--- config.mk ---
export PLATFORM = sky130hd
export DESIGN_NAME = note_detector_flat
export DESIGN_NICKNAME = d
export VERILOG_FILES = /design/src/rtl/note_detector_if.sv /design/src/rtl/note_detector.sv /design/src/flat_wrapper.sv
export SDC_FILE = /design/constraint.sdc
export NUM_CORES = 1
export LEC_CHECK = 0
export CORE_ASPECT_RATIO = 1.75
export CORE_MARGIN = 4
export CORE_UTILIZATION = 35
export DETAILED_ROUTE_END_ITERATION = 8
export PLACE_DENSITY = 0.54
export SLEW_MARGIN = 15
export SYNTH_ARGS = -nofsm -noshare
export SYNTH_HDL_FRONTEND = slang
export SYNTH_SLANG_ARGS = --single-unit
--- constraint.sdc ---
create_clock -name clk -period 4.1 [get_ports clk]
set_input_delay 1.23 -clock clk [delete_from_list [all_inputs] [get_ports clk]]
set_output_delay 1.23 -clock clk [all_outputs]
set_load 0.01 [all_outputs]
--- src/rtl/note_detector_if.sv ---
// Signal bundle for the note detector: raw tone input plus the recovered note fields.
interface note_detector_if;
   logic        tone_in;
   logic [7:0]  fullnote;
   logic [2:0]  octave;
   logic [3:0]  note;
   logic        note_valid;
   logic        new_note;
   logic [19:0] period;

   modport master (input tone_in, output fullnote, octave, note, note_valid, new_note, period);
   modport slave  (output tone_in, input fullnote, octave, note, note_valid, new_note, period);
endinterface

--- src/rtl/note_detector.sv ---
// Measures the period of tone_in in generator ticks and recovers octave*12+note.
// Define NOTE_DETECT_STABLE_EN to require two agreeing results before outputs move.
module note_detector #(
   parameter int TICK_DIV   = 4,
   parameter int MAX_OCTAVE = 5,
   parameter int TIMEOUT    = 524288
) (
   input  logic            clk,
   input  logic            RESET,
   note_detector_if.master bus
);

   localparam int          DIV_W      = (TICK_DIV > 1) ? $clog2(TICK_DIV) : 1;
   localparam logic [19:0] SLOW_LIMIT = 20'd270336;
   localparam logic [19:0] NORM_LIMIT = 20'd135168;
   localparam logic [19:0] TICK_MAX   = '1;

   typedef enum logic [1:0] {IDLE, MEASURE, NORM, CLASS} state_t;

   typedef struct packed {
      logic       valid;
      logic [2:0] octave;
      logic [3:0] note;
   } result_t;

   state_t           state, state_nxt;
   logic [2:0]       sync;
   logic             rise;
   logic [DIV_W-1:0] div_cnt;
   logic             tick;
   logic [19:0]      tick_cnt, tick_cnt_nxt;
   logic [19:0]      sh, sh_nxt;
   logic [2:0]       k, k_nxt;
   logic [19:0]      period_q, period_nxt;
   logic             res_load, res_clear;
   result_t          res_new, res_cur, commit;
   logic             commit_en;
   logic [7:0]       fullnote_q, fn_nxt;
   logic             new_note_q;

   function automatic logic [3:0] classify(input logic [10:0] q);
      if      (q >= 11'd497) return 4'd0;
      else if (q >= 11'd469) return 4'd1;
      else if (q >= 11'd443) return 4'd2;
      else if (q >= 11'd418) return 4'd3;
      else if (q >= 11'd395) return 4'd4;
      else if (q >= 11'd373) return 4'd5;
      else if (q >= 11'd352) return 4'd6;
      else if (q >= 11'd332) return 4'd7;
      else if (q >= 11'd313) return 4'd8;
      else if (q >= 11'd295) return 4'd9;
      else if (q >= 11'd279) return 4'd10;
      else                   return 4'd11;
   endfunction

   // sync[1] is the second synchroniser flop, sync[2] its one-cycle history
   assign rise = sync[1] & ~sync[2];
   assign tick = (div_cnt == DIV_W'(TICK_DIV - 1));

   always_comb begin
      // NOTE: every output of this block gets a default first so no path infers a latch.
      state_nxt    = state;
      k_nxt        = k;
      sh_nxt       = sh;
      period_nxt   = period_q;
      tick_cnt_nxt = (tick && tick_cnt != TICK_MAX) ? tick_cnt + 20'd1 : tick_cnt;
      res_load     = 1'b0;
      res_clear    = 1'b0;
      res_new      = '0;
      case (state)
         IDLE: begin
            if (rise) begin
               tick_cnt_nxt = {19'd0, tick};
               state_nxt    = MEASURE;
            end
         end
         MEASURE: begin
            if (rise) begin
               period_nxt   = tick_cnt;
               sh_nxt       = tick_cnt;
               tick_cnt_nxt = {19'd0, tick};
               k_nxt        = '0;
               if (tick_cnt >= SLOW_LIMIT) res_load  = 1'b1;
               else                        state_nxt = NORM;
            end else if (tick_cnt >= 20'(TIMEOUT)) begin
               res_clear = 1'b1;
               state_nxt = IDLE;
            end
         end
         NORM: begin
            if (sh >= NORM_LIMIT) begin
               state_nxt = CLASS;
            end else if (k == 3'(MAX_OCTAVE)) begin
               res_load  = 1'b1;
               state_nxt = MEASURE;
            end else begin
               sh_nxt = {sh[18:0], 1'b0};
               k_nxt  = k + 3'd1;
            end
         end
         CLASS: begin
            res_load  = 1'b1;
            res_new   = '{valid: 1'b1, octave: k, note: classify(sh[19:9])};
            state_nxt = MEASURE;
         end
         default: state_nxt = IDLE;
      endcase
   end

`ifdef NOTE_DETECT_STABLE_EN
   result_t pend, pend_nxt;
   logic    pend_set, pend_set_nxt;

   always_comb begin
      pend_nxt     = pend;
      pend_set_nxt = pend_set;
      commit       = res_new;
      commit_en    = 1'b0;
      if (res_clear) begin
         commit       = '0;
         commit_en    = 1'b1;
         pend_set_nxt = 1'b0;
      end else if (res_load) begin
         commit_en    = pend_set && (pend == res_new);
         pend_nxt     = res_new;
         pend_set_nxt = 1'b1;
      end
   end

   always_ff @(posedge clk or negedge RESET) begin
      if (!RESET) begin
         pend     <= '0;
         pend_set <= 1'b0;
      end else begin
         pend     <= pend_nxt;
         pend_set <= pend_set_nxt;
      end
   end
`else
   always_comb begin
      commit    = res_clear ? '0 : res_new;
      commit_en = res_load | res_clear;
   end
`endif

   assign fn_nxt = {2'b00, commit.octave, 3'b000} + {3'b000, commit.octave, 2'b00}
                 + {4'b0000, commit.note};

   always_ff @(posedge clk or negedge RESET) begin
      if (!RESET) begin
         state    <= IDLE;
         sync     <= '0;
         div_cnt  <= '0;
         tick_cnt <= '0;
         sh       <= '0;
         k        <= '0;
         period_q <= '0;
      end else begin
         // NOTE: non-blocking throughout so every flop samples pre-edge values.
         state    <= state_nxt;
         sync     <= {sync[1:0], bus.tone_in};
         div_cnt  <= tick ? '0 : div_cnt + 1'b1;
         tick_cnt <= tick_cnt_nxt;
         sh       <= sh_nxt;
         k        <= k_nxt;
         period_q <= period_nxt;
      end
   end

   always_ff @(posedge clk or negedge RESET) begin
      if (!RESET) begin
         res_cur    <= '0;
         fullnote_q <= '0;
         new_note_q <= 1'b0;
      end else begin
         new_note_q <= 1'b0;
         if (commit_en) begin
            res_cur    <= commit;
            fullnote_q <= fn_nxt;
            new_note_q <= {commit.valid, fn_nxt} != {res_cur.valid, fullnote_q};
         end
      end
   end

   assign bus.fullnote   = fullnote_q;
   assign bus.octave     = res_cur.octave;
   assign bus.note       = res_cur.note;
   assign bus.note_valid = res_cur.valid;
   assign bus.new_note   = new_note_q;
   assign bus.period     = period_q;

endmodule

--- src/flat_wrapper.sv ---
// flat-port wrapper written by rule: the top's interface ports become plain ports
module note_detector_flat 
#(
   parameter int TICK_DIV   = 4,
   parameter int MAX_OCTAVE = 5,
   parameter int TIMEOUT    = 524288
)
  (clk, RESET, bus_tone_in, bus_fullnote, bus_octave, bus_note, bus_note_valid, bus_new_note, bus_period);
  note_detector_if bus_i ();
  input  logic clk;
  input  logic RESET;
  input wire logic [$bits(bus_i.tone_in)-1:0] bus_tone_in;
  output wire logic [$bits(bus_i.fullnote)-1:0] bus_fullnote;
  output wire logic [$bits(bus_i.octave)-1:0] bus_octave;
  output wire logic [$bits(bus_i.note)-1:0] bus_note;
  output wire logic [$bits(bus_i.note_valid)-1:0] bus_note_valid;
  output wire logic [$bits(bus_i.new_note)-1:0] bus_new_note;
  output wire logic [$bits(bus_i.period)-1:0] bus_period;
  assign bus_i.tone_in = bus_tone_in;
  assign bus_fullnote = bus_i.fullnote;
  assign bus_octave = bus_i.octave;
  assign bus_note = bus_i.note;
  assign bus_note_valid = bus_i.note_valid;
  assign bus_new_note = bus_i.new_note;
  assign bus_period = bus_i.period;
  note_detector #(.TICK_DIV(TICK_DIV), .MAX_OCTAVE(MAX_OCTAVE), .TIMEOUT(TIMEOUT)) u_core (.clk(clk), .RESET(RESET), .bus(bus_i));
endmodule
==> reports/results.ini <==
[run_status]
status=completed

[die]
core_area_um2=12900
die_area_um2=15000
die_width_um=94.5
die_y_um=159
placement_rows=55
initial_core_util=0.356
ioPinCount=40

[clocking]
insertion_delay_ns=0.33
h-tree-depth=3
clkTransAtPathRegs_ns=0.06
cts.path.max_buffers=2
tritoncts=built
post_cts_resized=0
numCtsBuffers=9
postCtsSetupRepairBufs=0
clock-sinks=85
postCtsHoldBufs=0
cts_root_buffer=clkbuf_16

[timing]
skew_ns=0.00522
grt_setup_unrepaired=no
hold_viol_final=0
tns_ns=0
setup_violations=0
max_freq_mhz=285
finalCritPeriodShare=0.855
period_minus_slack_ns=3.51
worst_pin_slew_ns=1.01
finalMaxSlewViolations=0
slew_headroom=0.328

[route]
drcViolationCount=0
wl_um=10000
num_vias=3380
drt-initial-drc-count=167
drt_pass1_iterations=4
post_drt_wl_per_cell_um=15.4
via_per_inst=5.19
final_antenna_net_count=0

[global_routing]
track_usage=0.142
grt_remaining_overflow=0
use_met3=0.0227
grt_use_met1=0.155
grt_pass1_wl_um=16900
antenna_found_initial=0
grt_pass1_vias=3435
use_met2=0.266
gr-max-usage-layer=met2
grt_max_degree=55

[synthesis]
synth_edf_count=0
synthArstFlopShare=1.00
synthFlopType=dfrtp_1
ys_warn_count=0
yosys_register_bits=85
postSynthAreaPerCell_um2=10.2
syn_nets=470
postSynthCellCount=449
syn-cell-area_um2=4580
synth_cell_types=55
ys_seq_area_frac=0.464

[critical_path]
max_stage_delay_ns=0.58
crit_type=flop to flop
start_kind=flop
cp_data_required_time_ns=4.28
crit_slowest_cell=or4_4
end_kind=flop
worstPathArrival_ns=3.68
critical_path.cell_chain=or4_4 > a311o_2 > nor4b_1 > ha_1 > fa_1 > xnor2_1 > nand3_1 > nor3_1 > a41oi_2
path_max_fanout=11

[place]
port_buffers=39
dp_cells=637
globalplace.congestion=0.884
dp_hpwl_um=7210

[cells_and_area]
final_cells=651
fin_nets=498
mostFrequentLayoutCell=dfrtp_1
syn_to_final_growth_pct=16.1
n_antenna_cell=0
drive_gt1_frac=0.117
layout_common_cells=85 x dfrtp_1, 54 x nor2_1, 38 x clkdlybuf4s50_1

[power_and_ir_drop]
p_leak_nw=2.28
power.density_nw_per_um2=568
peakVddDrop_uv=224
p_total_mw=3.02

[run]
maxCapViolCount=0

[min_path]
hold_path_class=flop to flop

-- cells in the mapped netlist, drive strengths merged, types with 2 or more instances --
cell type   n  area share
o211ai      3      0.0060
a41oi       3      0.0074
nand3      15       0.016
xnor2      23       0.044
o21ai      18       0.020
a211oi      2      0.0033
and3        4      0.0063
inv        22       0.018
o21a        3      0.0049
nor2       54       0.044
a21o        3      0.0052
a22o        4      0.0076
ha         16       0.044
buf        12       0.020
mux2       22       0.054
nor3       10       0.011
and4        4      0.0076
a21oi      35       0.038
nor4        3      0.0041
a31oi       2      0.0027
nand2      27       0.022
xor2        3      0.0057
fa          2      0.0087
nand2b      4      0.0055
or4         2      0.0041
dfrtp      85        0.46
clkbuf     17       0.025
nand4       5      0.0068
mux2i      27       0.059
or3         4      0.0055
-- sequential cells by signal, indices dropped and copies added (netlist names) --
| register | flops |
|---|---|
| u_core.bus.period | 20 |
| u_core.bus.note | 4 |
| u_core.bus.octave | 3 |
| u_core.bus.fullnote | 6 |
| u_core.sh | 20 |
| u_core.state | 2 |
| u_core.bus.new_note | 1 |
| u_core.bus.note_valid | 1 |
| u_core.div_cnt | 2 |
| u_core.sync | 3 |
| u_core.k | 3 |
| u_core.tick_cnt | 20 |
-- cells by family (layout without fill, tap and decap cells) --
| logic type | Yosys count | in the layout | share of synthesized area |
|---|---|---|---|
| AOI/OAI and AO/OA | 83 | 83 | 0.115 |
| adders and majority gates | 18 | 18 | 0.0525 |
| buffers and inverters | 51 | 82 | 0.0626 |
| and+or+nand+nor | 137 | 137 | 0.143 |
| DFF | 85 | 85 | 0.464 |
| xor gates and xnor gates | 26 | 26 | 0.0497 |
| muxes | 49 | 49 | 0.113 |
-- metrics by stage --
step	area, um^2	hold slack, ns	setup WS (ns)	util
after floorplan	4580	0.331	1.02	-
after global placement	5030	0.335	0.728	0.391
after CTS	5320	0.355	0.580	0.413
after global routing	5320	0.366	0.380	0.413
after detailed placement	5030	0.341	0.595	0.391
final	5320	0.352	0.594	0.413
-- worst max-delay path, delay by kind of cell, from the launching register on --
family          cells  cell delay, ns
xor+xnor            1            0.19
compound gates      2            0.58
simple gates        4            1.36
flops               1            0.49
fa+ha+maj           2            0.73
-- layout make-up --
class / instances / area [um^2]
fillers: 1286 / 7550
clock buffers: 12 / 246
flip-flops and latches: 85 / 2130
inverters: 22 / 82.6
repair buffers: 46 / 440
multi-input cells: 313 / 2170
well taps: 171 / 214
clock inverters: 2 / 35.0
-- power by group --
group	leakage, nW	switching, mW	internal [mW]	total, mW
Clock	0.139	0.315	0.481	0.796
Combinational	1.01	0.566	0.429	0.995
Sequential	1.13	0.221	1.01	1.23
Total	2.28	1.10	1.92	3.02
-- metal layers --
layer	up-vias	share of wire
met4	0	0.023
met3	19	0.026
met2	58	0.56
li1	1613	-
met1	1690	0.39
met5	-	0
-- worst paths after layout --
path / from / to / slack, ns / depth (start not counted)
setup / recovery: u_core.sh[13] / u_core.bus.new_note / 0.59 / 9
hold / removal: u_core.sync[0] / u_core.sync[1] / 0.35 / 0
setup reg to reg: u_core.sh[13] / u_core.bus.new_note / 0.59 / 9
hold reg to reg: u_core.sync[0] / u_core.sync[1] / 0.35 / 0
max in group asynchronous: RESET / u_core.state[0] / 2.42 / 2
min in group asynchronous: RESET / u_core.sh[16] / 0.95 / 1
Note: power is estimated with default switching activity, not from simulation.
